$ cat src/rtl/bubble_sort_ctrl_pkg.sv
// Shared types and width helpers for the bubble-sort controller slice.
package sort_pkg;

  typedef enum logic [1:0] {S_LOAD, S_SORT, S_DRAIN} sort_state_t;

  // Width of an index into an n-entry array (at least one bit).
  function automatic int idx_width(input int n);
    return (n < 2) ? 1 : $clog2(n);
  endfunction

  // Width able to hold the worst-case swap total n*(n-1)/2.
  function automatic int cnt_width(input int n);
    return $clog2(n * (n - 1) / 2 + 1);
  endfunction

endpackage

$ cat src/rtl/bubble_sort_ctrl_if.sv
// Load/drain stream and status bundle between the sorter and its producer/consumer.
interface bubble_sort_ctrl_if #(
  parameter int DATA_WIDTH = 8,
  parameter int NUM_ELEMS  = 8
);
  import sort_pkg::*;

  localparam int CW = cnt_width(NUM_ELEMS);

  logic                  in_valid;
  logic [DATA_WIDTH-1:0] in_data;
  logic                  in_ready;
  logic                  out_valid;
  logic [DATA_WIDTH-1:0] out_data;
  logic                  out_last;
  logic                  out_ready;
  logic                  busy;
  logic                  done;
  logic [CW-1:0]         swap_cnt;

  modport slave (
    input  in_valid, in_data, out_ready,
    output in_ready, out_valid, out_data, out_last, busy, done, swap_cnt
  );

  modport master (
    output in_valid, in_data, out_ready,
    input  in_ready, out_valid, out_data, out_last, busy, done, swap_cnt
  );

endinterface

$ cat src/rtl/bubble_sort_ctrl_datapath.sv
// Combinational compare-swap unit: orders a pair ascending, strict greater-than so
// equal words keep their order.
module Datapath #(
  parameter int DATA_WIDTH = 8
) (
  input  logic                  clk,
  input  logic                  reset,
  input  logic [DATA_WIDTH-1:0] data1,
  input  logic [DATA_WIDTH-1:0] data2,
  output logic                  swap,
  output logic [DATA_WIDTH-1:0] swap_data1,
  output logic [DATA_WIDTH-1:0] swap_data2
);

  // Clock and reset are carried for a future pipelined variant; nothing uses them yet.
  logic w_unused;
  assign w_unused = ^{clk, reset};

  assign swap       = (data1 > data2);
  assign swap_data1 = swap ? data2 : data1;
  assign swap_data2 = swap ? data1 : data2;

endmodule

$ cat src/rtl/bubble_sort_ctrl.sv
// In-place bubble sort of one NUM_ELEMS batch: stream in, sort ascending with
// early exit, stream out. One batch in flight.
module bubble_sort_ctrl
  import sort_pkg::*;
#(
  parameter int DATA_WIDTH = 8,
  parameter int NUM_ELEMS  = 8
) (
  input  logic               clk,
  input  logic               reset,
  bubble_sort_ctrl_if.slave  bus
);

  localparam int IW = idx_width(NUM_ELEMS);
  localparam int CW = cnt_width(NUM_ELEMS);
  localparam logic [IW-1:0] LAST_IDX  = IW'(NUM_ELEMS - 1);
  localparam logic [IW-1:0] FIRST_LIM = IW'(NUM_ELEMS - 2);

  sort_state_t r_state, w_state_nxt;

  logic [DATA_WIDTH-1:0] r_mem [NUM_ELEMS];
  logic [IW-1:0]         r_wr_idx;
  logic [IW-1:0]         r_rd_idx;
  logic [IW-1:0]         r_j;
  logic [IW-1:0]         r_pass;
  logic                  r_pass_swapped;
  logic [CW-1:0]         r_swap_cnt;
  logic                  r_done;

  logic [IW-1:0]         w_j_p1;
  logic [IW-1:0]         w_limit;
  logic                  w_end_pass;
  logic                  w_sort_exit;
  logic                  w_swap;
  logic [DATA_WIDTH-1:0] w_data1;
  logic [DATA_WIDTH-1:0] w_data2;
  logic [DATA_WIDTH-1:0] w_swap_data1;
  logic [DATA_WIDTH-1:0] w_swap_data2;
  logic                  w_in_ready;
  logic                  w_out_valid;
  logic                  w_busy;
  logic                  w_load_hs;
  logic                  w_drain_hs;
  logic                  w_rd_last;

  assign w_j_p1     = r_j + IW'(1);
  assign w_limit    = FIRST_LIM - r_pass;
  assign w_end_pass = (r_j == w_limit);
  // The current compare counts toward "this pass swapped", so a swap on the last
  // pair of a pass still forces another pass.
  assign w_sort_exit = w_end_pass && (!(r_pass_swapped || w_swap) || (w_limit == '0));

  assign w_data1 = r_mem[r_j];
  assign w_data2 = r_mem[w_j_p1];

  Datapath #(
    .DATA_WIDTH (DATA_WIDTH)
  ) u_datapath (
    .clk        (clk),
    .reset      (reset),
    .data1      (w_data1),
    .data2      (w_data2),
    .swap       (w_swap),
    .swap_data1 (w_swap_data1),
    .swap_data2 (w_swap_data2)
  );

  always_ff @(posedge clk or posedge reset) begin
    if (reset) begin
      r_state <= S_LOAD;
    end else begin
      r_state <= w_state_nxt;
    end
  end

  always_comb begin
    w_state_nxt = r_state;
    w_in_ready  = 1'b0;
    w_out_valid = 1'b0;
    w_busy      = 1'b0;
    case (r_state)
      S_LOAD: begin
        w_in_ready = 1'b1;
        if (bus.in_valid && (r_wr_idx == LAST_IDX)) begin
          w_state_nxt = S_SORT;
        end
      end
      S_SORT: begin
        w_busy = 1'b1;
        if (w_sort_exit) begin
          w_state_nxt = S_DRAIN;
        end
      end
      S_DRAIN: begin
        w_busy      = 1'b1;
        w_out_valid = 1'b1;
        if (bus.out_ready && (r_rd_idx == LAST_IDX)) begin
          w_state_nxt = S_LOAD;
        end
      end
      default: begin
        w_state_nxt = S_LOAD;
      end
    endcase
  end

  assign w_load_hs  = bus.in_valid && w_in_ready;
  assign w_drain_hs = w_out_valid && bus.out_ready;
  assign w_rd_last  = w_out_valid && (r_rd_idx == LAST_IDX);

  always_ff @(posedge clk or posedge reset) begin
    if (reset) begin
      for (int i = 0; i < NUM_ELEMS; i++) begin
        r_mem[i] <= '0;
      end
      r_wr_idx       <= '0;
      r_rd_idx       <= '0;
      r_j            <= '0;
      r_pass         <= '0;
      r_pass_swapped <= 1'b0;
      r_swap_cnt     <= '0;
      r_done         <= 1'b0;
    end else begin
      r_done <= w_drain_hs && w_rd_last;
      case (r_state)
        S_LOAD: begin
          if (w_load_hs) begin
            r_mem[r_wr_idx] <= bus.in_data;
            if (r_wr_idx == LAST_IDX) begin
              r_wr_idx       <= '0;
              r_j            <= '0;
              r_pass         <= '0;
              r_pass_swapped <= 1'b0;
              r_swap_cnt     <= '0;
            end else begin
              r_wr_idx <= r_wr_idx + IW'(1);
            end
          end
        end
        S_SORT: begin
          r_mem[r_j]    <= w_swap_data1;
          r_mem[w_j_p1] <= w_swap_data2;
          if (w_swap) begin
            r_pass_swapped <= 1'b1;
            r_swap_cnt     <= r_swap_cnt + CW'(1);
          end
          if (w_sort_exit) begin
            r_rd_idx <= '0;
          end else if (w_end_pass) begin
            r_pass         <= r_pass + IW'(1);
            r_j            <= '0;
            r_pass_swapped <= 1'b0;
          end else begin
            r_j <= w_j_p1;
          end
        end
        S_DRAIN: begin
          if (w_drain_hs) begin
            r_rd_idx <= w_rd_last ? '0 : (r_rd_idx + IW'(1));
          end
        end
        default: begin
        end
      endcase
    end
  end

  assign bus.in_ready  = w_in_ready;
  assign bus.out_valid = w_out_valid;
  assign bus.out_data  = r_mem[r_rd_idx];
  assign bus.out_last  = w_rd_last;
  assign bus.busy      = w_busy;
  assign bus.done      = r_done;
  assign bus.swap_cnt  = r_swap_cnt;

endmodule
$ cat src/flat_wrapper.sv
// flat-port wrapper written by rule: the top's interface ports become plain ports
module bubble_sort_ctrl_flat import sort_pkg::*;
#(
  parameter int DATA_WIDTH = 8,
  parameter int NUM_ELEMS  = 8
)
  (clk, reset, bus_in_valid, bus_in_data, bus_out_ready, bus_in_ready, bus_out_valid, bus_out_data, bus_out_last, bus_busy, bus_done, bus_swap_cnt);
  bubble_sort_ctrl_if #(.DATA_WIDTH(DATA_WIDTH), .NUM_ELEMS(NUM_ELEMS)) bus_i ();
  input  logic clk;
  input  logic reset;
  input wire logic [$bits(bus_i.in_valid)-1:0] bus_in_valid;
  input wire logic [$bits(bus_i.in_data)-1:0] bus_in_data;
  input wire logic [$bits(bus_i.out_ready)-1:0] bus_out_ready;
  output wire logic [$bits(bus_i.in_ready)-1:0] bus_in_ready;
  output wire logic [$bits(bus_i.out_valid)-1:0] bus_out_valid;
  output wire logic [$bits(bus_i.out_data)-1:0] bus_out_data;
  output wire logic [$bits(bus_i.out_last)-1:0] bus_out_last;
  output wire logic [$bits(bus_i.busy)-1:0] bus_busy;
  output wire logic [$bits(bus_i.done)-1:0] bus_done;
  output wire logic [$bits(bus_i.swap_cnt)-1:0] bus_swap_cnt;
  assign bus_i.in_valid = bus_in_valid;
  assign bus_i.in_data = bus_in_data;
  assign bus_i.out_ready = bus_out_ready;
  assign bus_in_ready = bus_i.in_ready;
  assign bus_out_valid = bus_i.out_valid;
  assign bus_out_data = bus_i.out_data;
  assign bus_out_last = bus_i.out_last;
  assign bus_busy = bus_i.busy;
  assign bus_done = bus_i.done;
  assign bus_swap_cnt = bus_i.swap_cnt;
  bubble_sort_ctrl #(.DATA_WIDTH(DATA_WIDTH), .NUM_ELEMS(NUM_ELEMS)) u_core (.clk(clk), .reset(reset), .bus(bus_i));
endmodule
$ cat config.mk
export PLATFORM = sky130hd
export DESIGN_NAME = bubble_sort_ctrl_flat
export DESIGN_NICKNAME = d
export VERILOG_FILES = /design/src/rtl/bubble_sort_ctrl_pkg.sv /design/src/rtl/bubble_sort_ctrl_if.sv /design/src/rtl/bubble_sort_ctrl_datapath.sv /design/src/rtl/bubble_sort_ctrl.sv /design/src/flat_wrapper.sv
export SDC_FILE = /design/constraint.sdc
export NUM_CORES = 1
export LEC_CHECK = 0
export ABC_AREA = 1
export CAP_MARGIN = 20
export CORE_ASPECT_RATIO = 1.5
export CORE_MARGIN = 2
export CORE_UTILIZATION = 53
export CTS_CLUSTER_SIZE = 28
export DETAILED_ROUTE_END_ITERATION = 16
export GPL_ROUTABILITY_DRIVEN = 0
export GPL_TIMING_DRIVEN = 1
export PLACE_DENSITY = 0.71
export SLEW_MARGIN = 20
export SYNTH_ARGS = -nofsm -noshare
export SYNTH_HDL_FRONTEND = slang
export SYNTH_HIERARCHICAL = 1
export SYNTH_SLANG_ARGS = --single-unit
$ cat constraint.sdc
create_clock -name clk -period 4.2 [get_ports clk]
set_clock_uncertainty 0.2 [all_clocks]
set_input_delay 0.84 -clock clk [delete_from_list [all_inputs] [get_ports clk]]
set_output_delay 0.84 -clock clk [all_outputs]
set_load 0.005 [all_outputs]
# --- After elaboration in Yosys (flattened, before gate mapping) ---
# Cells that the tools add are included.
word_totals:
  register_bits: 85
  inputBits: 12
  out_inout_bits: 18
  wordCells: 126
classes:
  add_sub_neg: 6
  n_lt_le_gt_ge: 8
  eq_ne: 14
  n_mux: 52
  bitwise: 4
  n_reduce_logical: 26
ops:
  columns: ["operator", "n"]
  rows:
  - ["$bwmux W64", 3]
  - ["$pmux W64 S2", 1]
  - ["$mux W8", 11]
  - ["$bmux W8 S3", 3]
  - ["$demux W8 S3", 3]
  - ["$mux W64", 1]
  - ["$mux W3", 10]
  - ["$pmux W3 S2", 3]
  - ["$ge A4 B4 Y1 const B", 4]
  - ["$not A3 Y4", 4]
  - ["$mux W5", 3]
  - ["$ne A2 B1 Y1 const B", 7]
  - ["$add A3 B1 Y3 const B", 4]
  - ["$lt A4 B1 Y1 const B", 3]
  - ["$logic_and A1 B1 Y1", 10]
  - ["$pmux W5 S2", 1]
  - ["$reduce_and A3 Y1", 3]
  - ["$gt A8 B8 Y1", 1]
  - ["$mux W1", 8]
  - ["$reduce_and A4 Y1", 2]
  - ["$eq A3 B3 Y1 const B", 2]
  - ["$mux W2", 3]
  - ["$pmux W2 S3", 1]
  - ["$add A5 B1 Y5 const B", 1]
  - ["14 further kinds", 18]

# --- Depth between registers and ports, before layout ---
logic_depth:
  ltp_word: 12
  depth_mapped: 31
  depth_no_buf: 28

# --- Hierarchy ---
# The synthesis kept the hierarchy.
by_module_without_submodules:
  columns: ["module", "n_inst", "cells_each", "area_per_inst_um2", "seq_area_each_um2"]
  rows:
  - ["bubble_sort_ctrl", 1, 1149, 7099.3, 2127.0]
  - ["Datapath", 1, 88, 481.7, 0.0]

# --- Worst setup path before layout ---
# No wires, ideal clock.
synth_timing:
  path_type: "reg2reg"
  start: "register u_core.r_j[0]"
  end: "register u_core.r_rd_idx[1]"
  setup_time_ps: 117
  arrival_ps: 3166
  t_required_ps: 3883
  path_slack_ps: 717
  stages_incl_launch_ff: 25
  path_buffers: 3
  synth_period_minus_slack_ps: 3483
  cell_sequence: "dfrtp_1 ha_1 clkbuf_2 inv_2 buf_4 nand3_1 o21ai_0 inv_1 nand4_1 inv_1 ha_1 a21o_1 nor2_2 nand2_4 nand2_4 buf_6 inv_1 inv_1 nand2_1 nand2_1 inv_1 o21ai_2 nand2_1 nand2_1 nand2_1"
synth_via:
  elab_chain_cells: 12
  word_cells_on_any_way: 17
  classes_between: "1 x add/sub; 1 x order compare; 2 x eq/ne; 6 x mux; 2 x bitwise; 5 x reduce/logical"
synth_rtl:
  columns: ["element", "line_no", "rtl"]
  rows:
  - ["start: declaration", "bubble_sort_ctrl.sv:24", "logic [IW-1:0] r_j;"]
  - ["start signal: assignment", "bubble_sort_ctrl.sv:154", "r_j <= w_j_p1;"]
  - ["$add A3 B1 Y3", "bubble_sort_ctrl.sv:46", "assign w_j_p1 = r_j + IW'(1);"]
  - ["$not A3 Y4 (not written as such)", "bubble_sort_ctrl.sv:54", "assign w_data2 = r_mem[w_j_p1];"]
  - ["$bmux W8 S3", "bubble_sort_ctrl.sv:54", null]
  - ["$mux W8 (not written as such) (2 in series)", "bubble_sort_ctrl.sv:54", null]
  - ["named net u_core.w_data2[7]", "bubble_sort_ctrl.sv:36", "logic [DATA_WIDTH-1:0] w_data2;"]
  - ["$gt A8 B8 Y1", "bubble_sort_ctrl_datapath.sv:19", "assign swap = (data1 > data2);"]
  - ["named net u_core.w_swap", "bubble_sort_ctrl.sv:34", "logic w_swap;"]
  - ["$logic_or A1 B1 Y1", "bubble_sort_ctrl.sv:51", "assign w_sort_exit = w_end_pass && (!(r_pass_swapped || w_swap) || (w_limit == '0));"]
  - ["$logic_not A1 Y1", "bubble_sort_ctrl.sv:51", null]
  - ["$logic_or A1 B1 Y1", "bubble_sort_ctrl.sv:51", null]
  - ["$logic_and A1 B1 Y1", "bubble_sort_ctrl.sv:51", null]
  - ["$ne A2 B1 Y1 (no source line)", null, null]
  - ["$reduce_and A3 Y1 (no source line)", null, null]
  - ["end signal: assignment", "bubble_sort_ctrl.sv:159", "r_rd_idx <= w_rd_last ? '0 : (r_rd_idx + IW'(1));"]
  - ["end: declaration", "bubble_sort_ctrl.sv:23", "logic [IW-1:0] r_rd_idx;"]
# The timed path passes the listed nets, and every way through them passes these cells. The select of a mux whose other input is x is not followed.
# A chain may end at the register's enable or synchronous reset.

# --- Final worst setup path ---
layout_timing:
  start: "register u_core.r_j[0]"
  end: "register u_core/r_mem[7] in the netlist's numbering"
layout_via:
  word_cells_on_any_way: 25
  classes_between: "1 x add/sub; 5 x order compare; 15 x mux; 2 x bitwise; 2 x reduce/logical"
layout_rtl:
  columns: ["element", "line_no", "rtl"]
  rows:
  - ["$not A3 Y4 (not written as such)", "bubble_sort_ctrl.sv:53", "assign w_data1 = r_mem[r_j];"]
  - ["$bmux W8 S3", "bubble_sort_ctrl.sv:53", null]
  - ["$mux W8 (not written as such) (2 in series)", "bubble_sort_ctrl.sv:53", null]
  - ["named net u_core.w_data1[1]", "bubble_sort_ctrl.sv:35", "logic [DATA_WIDTH-1:0] w_data1;"]
  - ["$gt A8 B8 Y1", "bubble_sort_ctrl_datapath.sv:19", null]
  - ["$mux W8", "bubble_sort_ctrl_datapath.sv:20", "assign swap_data1 = swap ? data2 : data1;"]
  - ["named net u_core.w_swap_data1[7]", "bubble_sort_ctrl.sv:37", "logic [DATA_WIDTH-1:0] w_swap_data1;"]
  - ["$bwmux W64", "bubble_sort_ctrl.sv:141", "r_mem[r_j] <= w_swap_data1;"]
  - ["$bwmux W64", "bubble_sort_ctrl.sv:142", "r_mem[w_j_p1] <= w_swap_data2;"]
  - ["$pmux W64 S2", "bubble_sort_ctrl.sv:125", "case (r_state)"]
  - ["end signal: indexed assignment", "bubble_sort_ctrl.sv:128", "r_mem[r_wr_idx] <= bus.in_data;"]
  - ["end signal: indexed assignment", "bubble_sort_ctrl.sv:141", null]
  - ["end signal: indexed assignment", "bubble_sort_ctrl.sv:142", null]
  - ["end: declaration", "bubble_sort_ctrl.sv:21", "logic [DATA_WIDTH-1:0] r_mem [NUM_ELEMS];"]
# The timed path passes the listed nets, and every way through them passes these cells. The select of a mux whose other input is x is not followed.

==> reports/metrics.yaml <==
drt:
  vias: 8731
  drt_iter0_drc: 1131
  detail_route.vias_per_cell: 6.07
  ant_nets: 0
  drt-total-wl_mm: 30.2
  drcViolationCount: 0
  wire_per_inst_um: 21.0
  drt_first_pass_iters: 6
die:
  core_mm2: 0.0140
  io_pins: 30
  row_count: 53
  dieArea_mm2: 0.0153
  initial_core_util: 0.542
  die_h_um: 150
  die_w_um: 102
yosys:
  synth_edf_count: 0
  post_synth.cell_area_avg_um2: 6.13
  synthesis.area_mm2: 0.00758
  syn-num-nets: 1269
  async_reset_ff_frac: 1.00
  ys_seq_elements: 85
  ys_seq_area_frac: 0.281
  syn_inst: 1237
  yosys_warnings: 6
  synth_flop_cell: "dfrtp_1"
  synth_cell_types: 41
place:
  place_area_mm2: 0.00797
  hpwl_mm: 21.8
  portBuffers: 29
worst_setup_path:
  end_kind: "flip-flop"
  crit_type: "reg2reg"
  timing.reg2reg.setup_slack_ns: 0.14
  required_ns: 4.23
  cp_max_fo: 45
  critPathLaunchType: "flip-flop"
  cp.arrival_ns: 4.10
layout:
  areaGrowthSynthToFinish_pct: 9.39
  drive_gt1_frac: 0.0746
  final_common_cell: "nand2_1"
  multi_input_area_mm2: 0.00472
  diodes: 0
  seqCellArea_mm2: 0.00213
  final_cell_mix: "nand2_1 (373), a21oi_1 (174), nor2_1 (160)"
  final_cell_area_mm2: 0.00829
  layout.nets: 1273
  fillers: 1398
sta:
  timing.final.crit_share: 0.967
  slew_violations: 0
  period_minus_slack_ns: 4.06
  timing.fmax_mhz: 246
  setup_viol: 0
  tightestPinTransition_ns: 0.636
  whs_ns: 0.334
  setup_tns_ns: 0
  maxSlewHeadroom: 0.575
  finalHoldViolCount: 0
clock_tree:
  insertion_delay_ns: 0.35
  cts_setup_buffers: 0
  clock_path_buffers: 2
  cts.sink_count: 85
  cts_buffers: 9
  htreeDepth: 3
  cts-root-buf: "clkbuf_16"
  cts_tree: "built"
  clk_pin_slew_worst_paths_ns: 0.07
min_path:
  min_path_type: "reg2reg"
global_routing:
  antenna_found_initial: 0
  grt.overflow.total: 0
  grt_usage: 0.399
  grt_pass1_vias: 7770
  grt_max_degree: 54
  grt_pass1_wl_mm: 45.0
job:
  max_cap_violations: 0
status:
  status: "finished clean"
state kept, by name (all words and copies together), names as in the netlist, 2 cells and up:
name                 cells
u_core/bus.swap_cnt      5
u_core/r_wr_idx          3
u_core/r_pass            3
u_core/r_rd_idx          3
u_core/r_j               3
u_core/r_mem            64
u_core/r_state           2
repair_timing:
| action | CTS | global route |
|---|---|---|
| setup endpoints to repair | 0 | 71 |
| hold buffers | 0 | 0 |
| gates resized for setup | 0 | 10 |
layout make-up:
cell class	count	area share
Inverter	117	0.0534
Multi-Input combinational cell	978	0.569
Clock inverter	6	0.00634
Timing Repair Buffer	50	0.0570
Tap cell	192	0.0290
Sequential cell	85	0.257
Clock buffer	10	0.0288
worst paths after layout:
| kind | startpoint | end | cells past startpoint |
|---|---|---|---|
| max in group asynchronous | reset | u_core/r_j[2] | 3 |
| worst max register to register | u_core/r_j[0] | u_core/r_mem[7] | 20 |
| worst max-delay path | u_core/r_j[0] | u_core/r_mem[7] | 20 |
| min in group asynchronous | reset | u_core/r_mem[51] | 2 |
| worst min register to register | u_core/r_state[1] | u_core/r_state[1] | 2 |
| worst min-delay path | u_core/r_state[1] | u_core/r_state[1] | 2 |
cells in the mapped netlist, types with 10 or more instances:
cell type,n,area [µm²]
buf_2,24,120
dfrtp_1,85,2130
clkbuf_1,16,60.1
a21oi_1,176,881
o22ai_1,14,87.6
inv_1,100,375
ha_1,20,250
o21ai_0,96,480
nand2_1,375,1410
nand3_2,15,150
nand3_1,51,255
clkinv_1,10,37.5
nand2_2,11,68.8
nor2_1,160,601
a211oi_1,11,82.6
nand4_1,12,75.1
critical path: stages, from the launching register on:
cell,delay [ns]
dfrtp_1,0.39
buf_12,0.23
inv_2,0.18
nand2_1,0.17
inv_2,0.15
a211oi_1,0.37
nand2_1,0.23
ha_1,0.40
nand2_1,0.08
nand2_1,0.05
nand2_1,0.05
nand2_1,0.04
nand2_1,0.09
nand2_4,0.15
nand2_8,0.17
nand2_1,0.06
nand2_1,0.39
nand2_1,0.10
nand2_1,0.08
nand2_1,0.06
a21oi_1,0.28
metal layers:
metal	track usage	part of all wire
met5	0	0
met2	0.615	0.46
met1	0.480	0.35
met4	0.318	0.095
met3	0.0752	0.10
logic make-up after synthesis:
group                    share of synthesized area
AO/OA/AOI/OAI                                0.222
AND/OR/NAND/NOR                              0.360
adder cells (fa/ha/maj)                     0.0330
buffers and inverters                        0.101
XOR/XNOR                                   0.00347
flip-flops                                   0.281
metrics by stage:
stage | cells | util | worst slack (ns)
2_1_floorplan | 1237 | - | 0.717
3_3_place_gp | 1422 | 0.570 | 0.187
3_5_place_dp | 1422 | 0.570 | 0.158
4_1_cts | 1438 | 0.591 | 0.124
5_1_grt | 1438 | 0.593 | -0.0226
6_report | 1438 | 0.593 | 0.138
Power is not shown: default switching activity piles up to over one toggle a cycle in this logic, so the estimate is an artifact.
